## config.mk

```make
export PLATFORM = sky130hd
export DESIGN_NAME = tinyqv_prefetch_buffer
export DESIGN_NICKNAME = d
export VERILOG_FILES = /design/src/rtl/tinyqv_fetch_pkg.sv /design/src/rtl/tinyqv_prefetch_buffer.sv
export SDC_FILE = /design/constraint.sdc
export NUM_CORES = 1
export LEC_CHECK = 0
export CAP_MARGIN = 0
export CORE_UTILIZATION = 35
export DETAILED_ROUTE_END_ITERATION = 10
export PLACE_DENSITY = 0.67
export SKIP_LAST_GASP = 1
export SYNTH_ARGS = -nofsm -noshare
export SYNTH_HDL_FRONTEND = slang
export SYNTH_SLANG_ARGS = --single-unit
export TNS_END_PERCENT = 1
```

## constraint.sdc

```tcl
create_clock -name clk -period 4.8 [get_ports clk]
set_clock_uncertainty 0.15 [all_clocks]
set_input_delay 0.96 -clock clk [delete_from_list [all_inputs] [get_ports clk]]
set_output_delay 0.96 -clock clk [all_outputs]
set_load 0.005 [all_outputs]
```

## src/rtl/tinyqv_fetch_pkg.sv

```systemverilog
// Shared types and helpers for the TinyQV instruction prefetch path.
// Halfword width and RV32/RVC length decode live here so fetch-side blocks agree.
package tinyqv_fetch_pkg;

    localparam int HW_WIDTH = 16;

    // Low two bits 2'b11 mark a 32-bit instruction; anything else is compressed.
    function automatic logic [1:0] instr_len_of(input logic [HW_WIDTH-1:0] halfword);
        return (halfword[1:0] == 2'b11) ? 2'd2 : 2'd1;
    endfunction

    // Occupancy needs one bit more than the index so that 0..DEPTH all fit.
    function automatic int count_width(input int depth_log2);
        return depth_log2 + 1;
    endfunction

endpackage

```

## src/rtl/tinyqv_prefetch_buffer.sv

```systemverilog
// Instruction prefetch queue: buffers QSPI halfwords and presents one complete
// RV32/RVC instruction at the head together with its PC.
module tinyqv_prefetch_buffer
    import tinyqv_fetch_pkg::*;
#(
    parameter int DEPTH_LOG2 = 2,
    parameter int ADDR_BITS  = 23
) (
    input  logic                  clk,
    input  logic                  rstn,
    input  logic                  branch,
    input  logic [ADDR_BITS-1:0]  branch_addr,
    input  logic                  instr_fetch_started,
    input  logic                  instr_fetch_stopped,
    input  logic [15:0]           instr_data_in,
    input  logic                  instr_ready,
    input  logic                  instr_consume,
    output logic [ADDR_BITS-1:0]  instr_addr,
    output logic                  instr_fetch_restart,
    output logic                  instr_fetch_stall,
    output logic [31:0]           instr,
    output logic [1:0]            instr_len,
    output logic                  instr_valid,
    output logic [ADDR_BITS-1:0]  instr_pc,
    output logic [DEPTH_LOG2:0]   avail
);

    localparam int DEPTH = 1 << DEPTH_LOG2;
    localparam int CW    = count_width(DEPTH_LOG2);

    logic [HW_WIDTH-1:0]   mem [DEPTH];

    logic [CW-1:0]         rd_reg, rd_next;
    logic [CW-1:0]         wr_reg, wr_next;
    logic [CW-1:0]         count, count_next;
    logic [ADDR_BITS-1:0]  pc_reg, pc_next;
    logic                  fetch_running_reg, fetch_running_next;

    logic [DEPTH_LOG2-1:0] rd_idx, rd_idx_p1, wr_idx;
    logic [HW_WIDTH-1:0]   head_lo, head_hi;
    logic                  wr_en, pop;

    assign rd_idx    = rd_reg[DEPTH_LOG2-1:0];
    // Index arithmetic wraps at DEPTH, so a 32-bit instruction at the last
    // entry takes its upper half from entry 0.
    assign rd_idx_p1 = rd_idx + DEPTH_LOG2'(1);
    assign wr_idx    = wr_reg[DEPTH_LOG2-1:0];
    assign count     = wr_reg - rd_reg;

    assign head_lo   = mem[rd_idx];
    assign head_hi   = mem[rd_idx_p1];

    assign instr_len   = instr_len_of(head_lo);
    assign instr_valid = ((count != '0) && (instr_len == 2'd1)) || (count >= CW'(2));
    assign instr       = (instr_len == 2'd2) ? {head_hi, head_lo} : {16'h0000, head_lo};

    assign wr_en = instr_ready && fetch_running_reg && !branch;
    assign pop   = instr_consume && instr_valid && !branch;

    always_comb begin
        rd_next            = rd_reg;
        wr_next            = wr_reg;
        pc_next            = pc_reg;
        fetch_running_next = fetch_running_reg;
        if (branch) begin
            rd_next            = '0;
            wr_next            = '0;
            pc_next            = branch_addr;
            fetch_running_next = 1'b0;
        end else begin
            if (wr_en) begin
                wr_next = wr_reg + CW'(1);
            end
            if (pop) begin
                rd_next = rd_reg + CW'(instr_len);
                pc_next = pc_reg + ADDR_BITS'(instr_len);
            end
            if (instr_fetch_started) begin
                fetch_running_next = 1'b1;
            end else if (instr_fetch_stopped) begin
                fetch_running_next = 1'b0;
            end
        end
    end

    assign count_next = wr_next - rd_next;

    // Raised a cycle early so the controller has time to stop streaming.
    assign instr_fetch_stall   = (count_next == CW'(DEPTH));
    assign instr_fetch_restart = !fetch_running_reg && !branch;
    assign instr_addr          = pc_reg + ADDR_BITS'(count);
    assign instr_pc            = pc_reg;
    assign avail               = count;

    always_ff @(posedge clk or negedge rstn) begin
        if (!rstn) begin
            rd_reg            <= '0;
            wr_reg            <= '0;
            pc_reg            <= '0;
            fetch_running_reg <= 1'b0;
        end else begin
            rd_reg            <= rd_next;
            wr_reg            <= wr_next;
            pc_reg            <= pc_next;
            fetch_running_reg <= fetch_running_next;
        end
    end

    // Storage carries no reset; the pointers alone decide what is valid.
    always_ff @(posedge clk) begin
        if (wr_en) begin
            mem[wr_idx] <= instr_data_in;
        end
    end

endmodule

```

* After elaboration in Yosys (flattened, before gate mapping) *
Memory sizes are Yosys's and may differ from the RTL's.
Cells that the tools add are included.

word-level totals
  bits in latches = 0
  memories kept = 1
  input bits = 46
  RAM bits = 64
  bits in read-only memories = 0
  flip-flop bits (word level) = 30
  word-level logic and storage cells = 42

memories
  name  words  bits a word  read ports  clocked after Yosys merged registers in  wr ports  line                          text
  mem   4      16           2           0                                        1         tinyqv_prefetch_buffer.sv:31  logic [HW_WIDTH-1:0] mem [DEPTH];

operators by class
  mux-type cells = 13
  reductions and logical operators = 12
  shifts and indexed selects = 0
  div/mod/pow operators = 0
  equality and inequality tests = 4
  order comparisons = 1
  bitwise gates (word level) = 0
  $mul = 0
  $add $sub $neg = 7

operator list
  kind                                                                   count
  23-bit 2-to-1 mux                                                      2
  32-bit 2-to-1 mux                                                      1
  23-bit by 2-bit adder with 23-bit output                               1
  23-bit by 3-bit adder with 23-bit output                               1
  3-bit 2-to-1 mux                                                       4
  1-bit logical AND                                                      6
  3-bit nonzero test                                                     2
  3-bit subtractor                                                       2
  1-bit 2-to-1 mux                                                       5
  2-bit equality test, second input constant                             2
  3-bit by 1-bit adder with 3-bit output, second input constant          1
  3-bit by 2-bit adder with 3-bit output                                 1
  3-bit equality test, second input constant                             1
  3-bit by 2-bit >= comparator with 1-bit output, second input constant  1
  2-bit by 1-bit adder with 2-bit output, second input constant          1
  2-bit by 1-bit equality test with 1-bit output, second input constant  1
  1-bit logical NOT                                                      2
  2-bit 2-to-1 mux                                                       1
  2-bit nonzero test                                                     1
  1-bit logical OR                                                       1

* Depth between registers and ports, before layout *
Gate-level depths: netlist of the first run.
An unclocked memory read counts as a cell.

  word-level depth = 12
  gate-level depth with buffers = 13
  gate-level depth less buffers = 13

* Least setup slack after synthesis of the first run *
Ideal clock, no wire load.

  path type = flip-flop to output port
  start = reg rd_reg[0]
  end = out instr_fetch_stall
  data required time = 3690 ps
  buffers on the path = 2
  stages on the path, launching flop included = 14
  path slack = 366 ps
  arrival time = 3324 ps
  cells stage by stage = dfrtp_1 -> buf_6 -> mux4_2 -> clkbuf_1 -> nand2_1 -> ha_1 -> inv_1 -> fa_1 -> a211o_1 -> ha_1 -> nor2b_1 -> o21ai_0 -> and3b_1 -> mux2_2

on the way
  cells in the longest elaborated chain, start to end = 12
  elaborated cells between the ends (all ways) = 16
  those cells by class = add/sub (3); order compare (1); eq/ne (3); mux (3); reduce/logical (5); memory (1)

ends and longest elaborated chain
  what                                            line                           text
  from (decl)                                     tinyqv_prefetch_buffer.sv:33   logic [CW-1:0] rd_reg, rd_next;
  from (signal assigned)                          tinyqv_prefetch_buffer.sv:102  rd_reg <= rd_next;
  memory read 4 x 16 bit *                        --
  2-bit equality test *                           tinyqv_fetch_pkg.sv:9          return (halfword[1:0] == 2'b11) ? 2'd2 : 2'd1;
  2-bit 2-to-1 mux *                              tinyqv_fetch_pkg.sv:9
  named net instr_len[0]                          tinyqv_prefetch_buffer.sv:22   output logic [1:0] instr_len,
  2-bit by 1-bit equality test with 1-bit output  tinyqv_prefetch_buffer.sv:54   assign instr_valid = ((count != '0) && (instr_len == 2'd1)) || (count >= CW'(2));
  1-bit logical AND                               tinyqv_prefetch_buffer.sv:54
  1-bit logical OR                                tinyqv_prefetch_buffer.sv:54
  1-bit logical AND (2 in series)                 tinyqv_prefetch_buffer.sv:58   assign pop = instr_consume && instr_valid && !branch;
  3-bit 2-to-1 mux *                              tinyqv_prefetch_buffer.sv:74   if (pop) begin
  3-bit 2-to-1 mux *                              tinyqv_prefetch_buffer.sv:65   if (branch) begin
  3-bit subtractor *                              tinyqv_prefetch_buffer.sv:86   assign count_next = wr_next - rd_next;
  3-bit equality test *                           tinyqv_prefetch_buffer.sv:89   assign instr_fetch_stall = (count_next == CW'(DEPTH));
  to (decl)                                       tinyqv_prefetch_buffer.sv:20   output logic instr_fetch_stall,

The timed path passes the listed nets; every way through them passes the cells marked *.

* Worst setup path after layout of the first run *
  start = reg wr_reg[0]
  end = out instr_fetch_stall

on the way
  cells in the longest elaborated chain, start to end = 10
  elaborated cells between the ends (all ways) = 14
  those cells by class = add/sub (3); order compare (1); eq/ne (1); mux (4); reduce/logical (5)

ends and longest elaborated chain
  what                                                      line                           text
  from (decl)                                               tinyqv_prefetch_buffer.sv:34   logic [CW-1:0] wr_reg, wr_next;
  from (signal assigned)                                    tinyqv_prefetch_buffer.sv:103  wr_reg <= wr_next;
  branches (longest 8 deep; another with 3-bit subtractor)  --
  3-bit subtractor *                                        tinyqv_prefetch_buffer.sv:86
  3-bit equality test *                                     tinyqv_prefetch_buffer.sv:89

Mark *: on every way between the ends.

==> results of run 1 <==
## placed cells by master, fill, tap and decap left out, types with 17 or more instances in the layout
cell and n:
sky130_fd_sc_hd__and3_1 17, sky130_fd_sc_hd__clkdlybuf4s50_1 130, sky130_fd_sc_hd__nor2_1 18, sky130_fd_sc_hd__buf_4 18, sky130_fd_sc_hd__xnor2_1 17, sky130_fd_sc_hd__edfxtp_1 64
sky130_fd_sc_hd__inv_1 18, sky130_fd_sc_hd__mux4_2 30, sky130_fd_sc_hd__nand2_1 32, sky130_fd_sc_hd__dfrtp_1 28, sky130_fd_sc_hd__xor2_1 19
## cells by family (layout without fill, tap and decap cells)
logic type                 count (synthesis)  in the layout  synth area share [%]
DFF                                       94             94                 50.63
adders and majority gates                 17             17                 4.598
xor gates and xnor gates                  37             37                 6.400
and+or+nand+nor                          119            119                 11.83
muxes                                     37             37                 14.22
buffers and inverters                     44            184                 3.484
AOI/OAI and AO/OA                         63             63                 8.841
## worst register-to-register path: cells and delay by family (launching register included)
kind	cells	cell delay (ps)
AO/OA/AOI/OAI	3	1060
adder cells (fa/ha/maj)	2	650
buffers and inverters	2	230
flip-flops	1	410
multiplexers	2	720
AND/OR/NAND/NOR	1	120
## worst max path at each step
stage	to	slack (ps)	depth (start not counted)
3_3_place_gp	instr_fetch_stall	190	10
6_report	instr_fetch_stall	80	14
2_1_floorplan	instr_fetch_stall	370	13
4_1_cts	instr_addr[16]	-40	11
3_5_place_dp	instr_fetch_stall	170	10
5_1_grt	instr_fetch_stall	-90	14
## through the flow
stage                     setup TNS [ps]  hold WS, ps  worst slack [ps]
after floorplan                        0        377.9             366.0
after global placement                 0        418.2             187.4
after detailed placement               0        416.4             167.3
after CTS                         -289.1        448.9            -44.50
after global routing              -147.9        475.0            -91.47
final                                  0        436.5             81.19
## layer usage
metal	routed length, µm	vias to the layer above	GRT usage (%)
li1	-	1826	-
met2	6559	78	28.72
met5	0	-	0
met4	205	0	5.595
met1	5564	1947	21.53
met3	562	13	3.436
## final cells by class
| class | count | share of cell area [%] |
|---|---|---|
| sequential | 94 | 37.50 |
| multi-input combinational | 273 | 34.10 |
| timing repair buffer | 149 | 20.26 |
| tap | 184 | 3.228 |
| clock buffer | 9 | 3.157 |
| inverter | 19 | 0.9998 |
| clock inverter | 7 | 0.7543 |
## timing repair
action                     CTS  global route
setup endpoints to repair   14            16
buffers inserted             2             0
hold buffers                 0             0
gates resized for setup      4             3
## power by group through the flow
| stage | Sequential (mW) | Combinational (mW) | Clock, mW |
|---|---|---|---|
| after detailed placement | 0.994 | 1.69 | 0 |
| after CTS | 0.977 | 1.71 | 0.689 |
| after floorplan | 0.968 | 0.895 | 0 |
| after global placement | 0.993 | 1.66 | 0 |
| after global routing | 0.986 | 1.85 | 0.716 |
| final | 0.977 | 1.70 | 0.677 |
==> results.txt, run 1 <==
- Delay contributed by the slowest stage of the critical path: 390 ps
- The total overflow left after global routing is 0.
- Counting flops and latches in the post-synthesis netlist gives 94.
- Sequential cells burn 29.1% of the power.
- VDD sags by at most 0.1971 mV.
- Number of buffers on the longest clock path: 2
- Summed over all cells, the static leakage comes to 2.598 nW.
- The number of pins exceeding their max-slew limit in the final report is 0.
- Fill cell count: 1,301
* Worst-margin pin slew: 896.6 ps
* Number of buffers created by CTS: 9
- Clock-pin slew was measured on the worst setup and hold paths at 70 ps.
- Of the available clock period, the critical path in the final layout requires 98.31%.
- Arrival @ worst endpoint: 3610 ps
- The critical path goes through inv_2, ha_1, fa_1, xnor3_2, nand2_1, o21a_1, nor2_1, a211o_1, ha_1, nor2b_1, o21ai_0, and3b_1, mux2_2, dlygate4sd2_1.
* Post-synth EDFFs: 64
* Max-cap violations: 0
* Vias per std cell: 5.257
- Combinational group share of total power: 50.7%
* Share of final-layout standard cells stronger than drive strength 1: 14.52%
* Total DRC errors in the routed layout: 12
- The count of nets left with antenna violations once routing finished came out at 0.
- Final instance area: 7133 µm²
- The clock network burns 20.2% of the power.
- Number of warning messages in the yosys log: 0
- For hold timing, the worst endpoint is wr_reg[2].
- Bufs and invs on worst path: 2
* Net switching power of the design: 1.116 mW
* Ys flop type: sky130_fd_sc_hd__edfxtp_1
* Via count of the first global-routing pass: 3,842
- Via count: 3,864
- The worst setup path is captured at an output port.
* Deepest level of the CTS H-tree: 3
- Worst flop-to-flop path startpoint: rd_reg[0]
- TritonCTS built the clock tree.
- Maximum number of pins on one net before global-route repair: 35
- The register with the most flip-flops in the layout has 64 of them.
* Cell Pwr Density: 470.4 nW/µm²
- Initial Utilization: 36.05%
- Measured along the x axis, the die boundary spans 124.8 µm.
- Yosys attributes the largest share of cell area to sky130_fd_sc_hd__edfxtp_1 36%, sky130_fd_sc_hd__dfrtp_1 14%, sky130_fd_sc_hd__mux4_2 13%.
- Worst reg-to-reg path cell count: 10
- The die is 124.8 µm tall.
- The first detailed-routing pass ran for 10 iterations.
* Finished Layout Cells: 735
- Worst path top cell family by delay: adder cells
* Wire per inst: 17.54 µm
- Summing internal, switching and leakage power gives 3.355 mW.
- CP max-delay cell: sky130_fd_sc_hd__dfrtp_1
- Clock root buffer: sky130_fd_sc_hd__clkbuf_16
- Mean cell area of the mapped netlist: 12.84 µm²
- Number of sinks handled by clock tree synthesis: 94
* Layout area overhead: 35.13%
- Top reg by flops: mem
* DRT Wirelength: 12.89 mm
- By instance count, the cell type seen most on the critical path is sky130_fd_sc_hd__ha_1.
* Proportion of netlist area held by the largest area contributor: 36.41%
- In this run the core area contains 44 standard-cell rows.
- Cells fill 48.71% of the core in the end.
- The first global-routing pass estimated 20.47 mm of wire.
* Synthesized instance count: 411
* Type of the worst setup path: register to output port
- Top achievable clock speed: 0.2119 GHz
- Outcome: finished with violations
- Most common library cells after synthesis: 64 x sky130_fd_sc_hd__edfxtp_1, 32 x sky130_fd_sc_hd__nand2_1, 30 x sky130_fd_sc_hd__dfrtp_1, 30 x sky130_fd_sc_hd__mux4_2, 20 x sky130_fd_sc_hd__clkbuf_1
- The first routing iteration left 305 violations.
* Number of antenna diodes: 0
- Area taken by multi-input logic gates: 2432 µm²
- The number of different library cells used by synthesis comes to 52.
- Count of cells along the worst hold path: 2
* Total setup violations reported at the end of the flow: 0
- The path class of the tightest hold or removal check is register to register.
- The congestion estimate from routability-driven global placement came to 0.7885.
- In this run the worst path has a maximum fanout of 5.
- Including well taps, the total number of placed cells is 717.
- In this run switching power makes up 33.26% of total power.
- The synthesized netlist occupies a cell area of 5279 µm².
- Of the synthesized area, sequential elements account for 50.63%.
- Endpoint of the worst register-to-register path: instr_pc[20]
* Flip-flop and latch area: 2675 µm²
* Worst setup path startpoint: wr_reg[0]
- Floorplan core area: 14,640 µm²
* Number of failing hold endpoints at the final stage: 0
* Placed wire-length estimate: 9.431 mm
- The worst register-to-register path has a setup slack of 1350 ps.
- The worst path needs 4719 ps of the cycle, external delays included.
* Hold path startpoint: wr_reg[2]
- Worst-Skew Late Latency: 340 ps
* Setup repair after global routing missed its margin: true
- Async set-reset flop share out of synthesis: 31.91%
- Overall routing resource usage: 16.90%
- Area after detailed placement: 6829 µm²
- Violated checks: DRC
- Worst slew margin relative to its limit: 40.23%
- In the post-synthesis netlist, the cell with the most instances is sky130_fd_sc_hd__edfxtp_1.
* Cell type with the highest aggregate area in the netlist: sky130_fd_sc_hd__edfxtp_1
- STA classifies the critical path startpoint as a register.
- Nets in the synthesized netlist: 474
- The initial antenna violation count was 0.
* Count of pins on the block boundary: 132
- Required time of the critical path: 3690 ps
* IO buf count: 131
* Die Footprint: 15,580 µm²
* Internal power summed over all cells: 2.239 mW
- The final layout contains 609 nets.
Power figures use the tool's default switching activity.
==> run 2: changes to the inputs <==
--- a/config.mk
+++ b/config.mk
@@ -7,9 +7,12 @@
 export LEC_CHECK = 0
 export CAP_MARGIN = 0
 export CORE_UTILIZATION = 35
+export CTS_CLUSTER_DIAMETER = 150
 export DETAILED_ROUTE_END_ITERATION = 10
+export HOLD_SLACK_MARGIN = 0.1
 export PLACE_DENSITY = 0.67
 export SKIP_LAST_GASP = 1
+export SLEW_MARGIN = 10
 export SYNTH_ARGS = -nofsm -noshare
 export SYNTH_HDL_FRONTEND = slang
 export SYNTH_SLANG_ARGS = --single-unit
==> results of run 2 <==
Final layout, timing and power as in run 1 (identical DEF).
